[src/rtl/snes_map_pkg.sv]
// Shared types and constants for the cartridge mapper arbiter: FSM encoding,
// mapper channel indices and the idle CPU/ROM/BSRAM bus pattern.
package snes_map_pkg;

   typedef enum logic [1:0] {
      ST_RUN    = 2'd0,
      ST_DRAIN  = 2'd1,
      ST_SWITCH = 2'd2
   } map_state_t;

   localparam int CH_DLH     = 0;
   localparam int CH_CX4     = 1;
   localparam int CH_SDD1    = 2;
   localparam int CH_GSU     = 3;
   localparam int CH_SA1     = 4;
   localparam int CH_SPC7110 = 5;

   typedef struct packed {
      logic [7:0] di;
      logic       irq_n;
      logic       rom_ce_n;
      logic       rom_oe_n;
      logic       rom_word;
      logic       bsram_ce_n;
      logic       bsram_oe_n;
      logic       bsram_we_n;
   } bus_ctl_t;

   // Open-bus read data, no IRQ, every strobe released.
   localparam bus_ctl_t IDLE_CTL = '{
      di:         8'hFF,
      irq_n:      1'b1,
      rom_ce_n:   1'b1,
      rom_oe_n:   1'b1,
      rom_word:   1'b0,
      bsram_ce_n: 1'b1,
      bsram_oe_n: 1'b1,
      bsram_we_n: 1'b1
   };

   function automatic logic [7:0] sat_inc8(input logic [7:0] v);
      return (v == 8'hFF) ? v : v + 8'd1;
   endfunction

endpackage

[src/rtl/map_sel_dec.sv]
// Decodes the mapper request lines into a channel index; bit k-1 asks for
// channel k, no request means channel 0 and several requests flag an error.
module map_sel_dec #(
   parameter int NCH = 6
) (
   input  logic [NCH-2:0]         map_active,
   output logic [$clog2(NCH)-1:0] req_sel,
   output logic                   multi
);

   localparam int SEL_W = $clog2(NCH);

   logic hit;

   always_comb begin
      req_sel = '0;
      multi   = 1'b0;
      hit     = 1'b0;
      for (int k = 0; k < NCH - 1; k++) begin
         if (map_active[k]) begin
            if (hit) multi = 1'b1;
            hit     = 1'b1;
            req_sel = SEL_W'(k + 1);
         end
      end
      // A conflicting request falls back to the default channel.
      if (multi) req_sel = '0;
   end

endmodule

[src/rtl/cart_map_arb.sv]
// Multiplexes the cartridge mapper channels onto one registered bus and
// inserts an idle drain window whenever the active mapper changes.
module cart_map_arb
   import snes_map_pkg::*;
#(
   parameter int             NCH           = 6,
   parameter int             ROM_AW        = 24,
   parameter int             BSRAM_AW      = 20,
   parameter int             DRAIN_CYC     = 4,
   parameter logic [NCH-1:0] NO_TURBO_MASK = 6'b001100
) (
   input  logic                    mclk,
   input  logic                    rst,
   input  logic [NCH-2:0]          map_active,
   input  logic [8*NCH-1:0]        ch_do,
   input  logic [NCH-1:0]          ch_irq_n,
   input  logic [ROM_AW*NCH-1:0]   ch_rom_addr,
   input  logic [NCH-1:0]          ch_rom_ce_n,
   input  logic [NCH-1:0]          ch_rom_oe_n,
   input  logic [NCH-1:0]          ch_rom_word,
   input  logic [BSRAM_AW*NCH-1:0] ch_bsram_addr,
   input  logic [8*NCH-1:0]        ch_bsram_d,
   input  logic [NCH-1:0]          ch_bsram_ce_n,
   input  logic [NCH-1:0]          ch_bsram_oe_n,
   input  logic [NCH-1:0]          ch_bsram_we_n,
   output logic [7:0]              di,
   output logic                    irq_n,
   output logic [ROM_AW-1:0]       rom_addr,
   output logic                    rom_ce_n,
   output logic                    rom_oe_n,
   output logic                    rom_word,
   output logic [BSRAM_AW-1:0]     bsram_addr,
   output logic [7:0]              bsram_d,
   output logic                    bsram_ce_n,
   output logic                    bsram_oe_n,
   output logic                    bsram_we_n,
   output logic                    turbo_allow,
   output logic [$clog2(NCH)-1:0]  cur_sel,
   output logic                    switching,
   output logic                    err_multi,
   output logic [7:0]              switch_cnt
);

   localparam int SEL_W = $clog2(NCH);
   localparam int CNT_W = $clog2(4 * DRAIN_CYC);

   logic [SEL_W-1:0]    req_sel;
   logic                multi;
   map_state_t          state, state_d;
   logic [SEL_W-1:0]    cur_sel_d, tgt_sel, tgt_sel_d;
   logic [CNT_W-1:0]    drain_cnt, drain_cnt_d;
   logic                count_switch;
   logic                old_idle;
   bus_ctl_t            ctl_q;
   bus_ctl_t            ch_ctl  [NCH];
   logic [ROM_AW-1:0]   ch_ra   [NCH];
   logic [BSRAM_AW-1:0] ch_ba   [NCH];
   logic [7:0]          ch_bd   [NCH];

   map_sel_dec #(.NCH(NCH)) u_dec (
      .map_active (map_active),
      .req_sel    (req_sel),
      .multi      (multi)
   );

   for (genvar k = 0; k < NCH; k++) begin : g_unpack
      assign ch_ctl[k] = '{
         di:         ch_do[8*k +: 8],
         irq_n:      ch_irq_n[k],
         rom_ce_n:   ch_rom_ce_n[k],
         rom_oe_n:   ch_rom_oe_n[k],
         rom_word:   ch_rom_word[k],
         bsram_ce_n: ch_bsram_ce_n[k],
         bsram_oe_n: ch_bsram_oe_n[k],
         bsram_we_n: ch_bsram_we_n[k]
      };
      assign ch_ra[k] = ch_rom_addr[ROM_AW*k +: ROM_AW];
      assign ch_ba[k] = ch_bsram_addr[BSRAM_AW*k +: BSRAM_AW];
      assign ch_bd[k] = ch_bsram_d[8*k +: 8];
   end

   // The outgoing mapper may only be cut early once it has released both chip enables.
   assign old_idle = ch_rom_ce_n[cur_sel] & ch_bsram_ce_n[cur_sel];

   always_comb begin
      state_d      = state;
      cur_sel_d    = cur_sel;
      tgt_sel_d    = tgt_sel;
      drain_cnt_d  = drain_cnt;
      count_switch = 1'b0;
      case (state)
         ST_RUN: begin
            if (req_sel != cur_sel) begin
               state_d     = ST_DRAIN;
               tgt_sel_d   = req_sel;
               drain_cnt_d = '0;
            end
         end
         ST_DRAIN: begin
            if (req_sel == cur_sel) begin
               state_d = ST_RUN;
            end else if (req_sel != tgt_sel) begin
               tgt_sel_d   = req_sel;
               drain_cnt_d = '0;
            end else if ((drain_cnt >= CNT_W'(DRAIN_CYC - 1) && old_idle) ||
                         drain_cnt == CNT_W'(4 * DRAIN_CYC - 1)) begin
               state_d = ST_SWITCH;
            end else begin
               drain_cnt_d = drain_cnt + 1'b1;
            end
         end
         ST_SWITCH: begin
            state_d      = ST_RUN;
            cur_sel_d    = req_sel;
            count_switch = 1'b1;
         end
         default: state_d = ST_RUN;
      endcase
   end

   // Bus registers follow the state being entered, so outputs lag inputs by one mclk.
   always_ff @(posedge mclk or posedge rst) begin
      if (rst) begin
         state       <= ST_RUN;
         cur_sel     <= '0;
         tgt_sel     <= '0;
         drain_cnt   <= '0;
         ctl_q       <= IDLE_CTL;
         rom_addr    <= '0;
         bsram_addr  <= '0;
         bsram_d     <= '0;
         turbo_allow <= 1'b1;
         switching   <= 1'b0;
         err_multi   <= 1'b0;
         switch_cnt  <= '0;
      end else begin
         state       <= state_d;
         cur_sel     <= cur_sel_d;
         tgt_sel     <= tgt_sel_d;
         drain_cnt   <= drain_cnt_d;
         switching   <= (state_d != ST_RUN);
         turbo_allow <= (state_d == ST_RUN) ? ~NO_TURBO_MASK[cur_sel_d] : 1'b0;
         err_multi   <= err_multi | multi;
         if (count_switch) switch_cnt <= sat_inc8(switch_cnt);
         if (state_d == ST_RUN) begin
            ctl_q      <= ch_ctl[cur_sel_d];
            rom_addr   <= ch_ra[cur_sel_d];
            bsram_addr <= ch_ba[cur_sel_d];
            bsram_d    <= ch_bd[cur_sel_d];
         end else begin
            ctl_q      <= IDLE_CTL;
         end
      end
   end

   assign di         = ctl_q.di;
   assign irq_n      = ctl_q.irq_n;
   assign rom_ce_n   = ctl_q.rom_ce_n;
   assign rom_oe_n   = ctl_q.rom_oe_n;
   assign rom_word   = ctl_q.rom_word;
   assign bsram_ce_n = ctl_q.bsram_ce_n;
   assign bsram_oe_n = ctl_q.bsram_oe_n;
   assign bsram_we_n = ctl_q.bsram_we_n;

endmodule

[config.mk]
export PLATFORM = sky130hd
export DESIGN_NAME = cart_map_arb
export DESIGN_NICKNAME = d
export VERILOG_FILES = /design/src/rtl/snes_map_pkg.sv /design/src/rtl/map_sel_dec.sv /design/src/rtl/cart_map_arb.sv
export SDC_FILE = /design/constraint.sdc
export NUM_CORES = 1
export LEC_CHECK = 0
export BUFFER_PORTS_ARGS = -buffer_cell sky130_fd_sc_hd__buf_4
export CAP_MARGIN = 15
export CORE_AREA = 2 2 191 193
export CTS_CLUSTER_SIZE = 8
export DETAILED_ROUTE_END_ITERATION = 10
export DIE_AREA = 0 0 193 195
export GPL_TIMING_DRIVEN = 0
export HOLD_SLACK_MARGIN = 0.08
export PLACE_DENSITY_LB_ADDON = 0.15
export SYNTH_ARGS = -nofsm -noshare
export SYNTH_HDL_FRONTEND = slang
export SYNTH_SLANG_ARGS = --single-unit
export TNS_END_PERCENT = 20
[constraint.sdc]
create_clock -name mclk -period 5.35 [get_ports mclk]
set_input_delay 1.07 -clock mclk [delete_from_list [all_inputs] [get_ports mclk]]
set_output_delay 1.07 -clock mclk [all_outputs]
set_load 0.01 [all_outputs]
==> run metrics <==
Worst Path Arrival 3.63 ns; R2R depth 8; pwr dens 398 mW/mm2; critical path endpoint category register; Max clock buf depth 2; Row Count 69; Adder-Cell Fraction of Synth Area 0.383%; Initial Util 18.5%; Post-synth EDFFs 0; clock skew 0.00826 ns; critical path endpoint di[6]$_DFF_PP1_; area share of and/or/nand/nor cells after synthesis 6.86%; DRT iter0 DRCs 328; CTS tree built; Yosys cell types 54; biggest area consumer among synthesized cells dfrtp_1; # nets final 1,524; # resized after CTS 0; total CTS buffers 9; sw power 1810 uW; share of cells above drive strength 1 57.6%; WS Path Type in2reg; switching share of power 40.8%; largest family of logic cells by synthesized area multiplexers; CP Max Fanout 10; Max Slew Vio Count 0; Avg Vias per Cell 4.65; r2r setup slk 2.17 ns; Hold Path Class reg2reg; post-synth top area share 28.7%; Setup TNS Final 0 ns; ranking of synthesized cells by area dfrtp_1 (29%), mux4_2 (13%), mux2i_1 (7.4%); Finish-stage setup viols 0; M1 GR Usage 24.7%; fillers 3,763; CTS Sinks 90; GRT Total Usage 19.0%; Crit Reg-Reg Endpoint di[6]$_DFF_PP1_; final worst-path cycle share 62.6%; H-tree depth 3; Clock power frac 17.7%; vias in the first global route 7,949; FF+latch count, synth 90; Synth Area in Compound Gates 23.7%; largest net degree at the start of global routing 58; Leak Pwr 0.00513 uW; Pint 2630 uW; Final Hold Viols 0; wirelength, routed 36,200 um; Die Span Y 195 um; Mapped Nets 1,025; total vias in the final route 7,341; Post-DP HPWL 29,600 um; register clock-pin slew on the reported worst setup and hold paths 0.07 ns; drt pass-1 iters 5; synth warn 0; die width 193 um; GR Util met3 4.06%; hold slack 0.492 ns; worst flop-to-flop path startpoint state[1]$_DFF_PP0_; ys async rst share 100%; Residual DRC 0; final setup margin 2.00 ns; Syn Area/Cell 10.6 um2; Pwr Total 4440 uW; RSZ-0062 raised after global routing no; first-pass GRT wire length 51,900 um; Top FF cell, synth dfrtp_1; combinational power share 57.5%; Max Clock Freq 299 MHz; CTS Hold Bufs 0; Clk Tree Root Cell clkbuf_16; Setup crit start kind primary input; Area Growth Syn to Fin 70.5%; XOR/XNOR Fraction of Synth Area 2.01%; Worst-Margin Slew 0.905 ns; outcome finished, final reports clean; GR Util met2 32.0%; cell area after synthesis 0.00653 mm2; post-synthesis sequential area ratio 34.8%; initial antenna violation count 0; n_diodes 0; # IOs 490; Tmin final 3.35 ns; busiest grt layer met2; Max-slew headroom 39.7%; worst slack, placed 1.56 ns; DR WL/cell 22.9 um; Post-CTS Setup Repair Bufs 0; clk_lat worst skew 0.35 ns; Worst VDD drop 142 uV; post-synthesis mux area share 26.3%; GP Congestion 0.812; Port Buffers 486; grt ovf 0; post-route ant nets 0; crit path from map_active[4]; Mapped Cells 614; die area 0.0376 mm2; Required @ worst endpoint 5.63 ns; # Max-Cap Violations 0; Core Area 0.0354 mm2; sequential share of power 24.8%
## routing by layer
layer	wire length, um	vias to the layer above	share of wire (%)
li1	-	3418	-
met1	15500	3603	43
met2	17700	285	49
met3	2310	35	6.4
met4	707	0	2.0
met5	0	-	0
## area by class of cell
| class | instances | area [um2] | area share (%) |
|---|---|---|---|
| multi-input cells | 455 | 3870 | 34.8 |
| clock inverters | 7 | 124 | 1.11 |
| clock buffers | 9 | 225 | 2.02 |
| plain buffers | 63 | 362 | 3.25 |
| well taps | 461 | 577 | 5.18 |
| inverters | 6 | 30.0 | 0.269 |
| repair buffers | 488 | 3680 | 33.0 |
| flip-flops and latches | 90 | 2270 | 20.4 |
## worst min path at each step
stage / end / startpoint / cells past startpoint
after floorplan: tgt_sel[0]$_DFFE_PP0P_ / tgt_sel[0]$_DFFE_PP0P_ / 2
after global placement: err_multi$_DFF_PP0_ / err_multi$_DFF_PP0_ / 1
after detailed placement: err_multi$_DFF_PP0_ / err_multi$_DFF_PP0_ / 1
after CTS: rom_addr[18]$_DFFE_PP0N_ / rom_addr[18]$_DFFE_PP0N_ / 1
after global routing: rom_addr[18]$_DFFE_PP0N_ / rom_addr[18]$_DFFE_PP0N_ / 1
final: rom_addr[18]$_DFFE_PP0N_ / rom_addr[18]$_DFFE_PP0N_ / 1
## metrics by stage
| step | instance area, um2 | instances | util, % |
|---|---|---|---|
| final | 11100 | 1579 | 31.5 |
| after global routing | 11100 | 1579 | 31.5 |
| after CTS | 11100 | 1579 | 31.5 |
| after global placement | 10800 | 1561 | 30.4 |
| after floorplan | 6530 | 614 | - |
| after detailed placement | 10800 | 1563 | 30.5 |
## sequential cells by signal, summed over array words and instances (netlist names)
name,cells
rom_addr,24
bsram_addr,20
bsram_d,8
di,8
switch_cnt,8
drain_cnt,4
cur_sel,3
tgt_sel,3
state,2
bsram_ce_n,1
bsram_oe_n,1
bsram_we_n,1
err_multi,1
irq_n,1
rom_ce_n,1
rom_oe_n,1
rom_word,1
switching,1
turbo_allow,1
## layout by cell type (no fill, tap or decap), drive strengths merged, types with 9 or more instances in the layout
master,n
a211o,9
a21oi,39
a221oi,12
a22oi,47
buf,533
clkbuf,27
dfrtp,75
dfstp,15
inv,9
mux2,32
mux2i,48
mux4,39
nand2,33
nor2,35
o21ai,29
o221ai,10
o22a,21
o22ai,19
## synthesized netlist by cell type (2+ instances only)
cell / instances
a21oi_1: 38
mux4_2: 39
buf_1: 4
xnor2_1: 7
inv_1: 5
buf_2: 24
buf_6: 5
a222oi_1: 4
o21bai_1: 2
a211o_1: 9
mux2_2: 32
nand4_1: 4
mux2i_1: 48
or4_1: 2
o22ai_1: 18
nor3_1: 5
o21ai_0: 28
or2_2: 3
dfrtp_1: 75
nand3_1: 7
nand2_1: 33
buf_4: 11
o21a_1: 8
o221ai_1: 10
or3_1: 5
a31o_2: 4
clkbuf_1: 18
dfstp_2: 15
a221oi_1: 12
o211ai_1: 4
xor2_1: 8
ha_1: 2
o22a_1: 21
a22oi_1: 47
nor2_1: 35
a21o_1: 4
## kinds of logic (layout without fill, tap and decap cells)
| family | count (synthesis) | in the layout |
|---|---|---|
| buffers and inverters | 69 | 573 |
| AO/OA/AOI/OAI | 219 | 219 |
| AND/OR/NAND/NOR | 100 | 100 |
| multiplexers | 119 | 119 |
| XOR/XNOR | 15 | 15 |
| flip-flops | 90 | 90 |
| adder cells (fa/ha/maj) | 2 | 2 |
## power groups by stage
stage                     combinational (uW)  sequential [uW]  clock, uW
after floorplan                         1290             1200          0
after global placement                  2590             1110          0
after detailed placement                2600             1110          0
after CTS                               2600             1100        819
after global routing                    2780             1140        842
final                                   2550             1100        784
## critical path, stage by stage
cell and delay (ns):
buf_2 0.15, or2_2 0.29, o22a_1 0.22, o31a_1 0.33, clkbuf_1 0.39, a222oi_1 0.62, o221ai_1 0.28, a31o_2 0.28
Note: power is estimated with default switching activity, not from simulation.
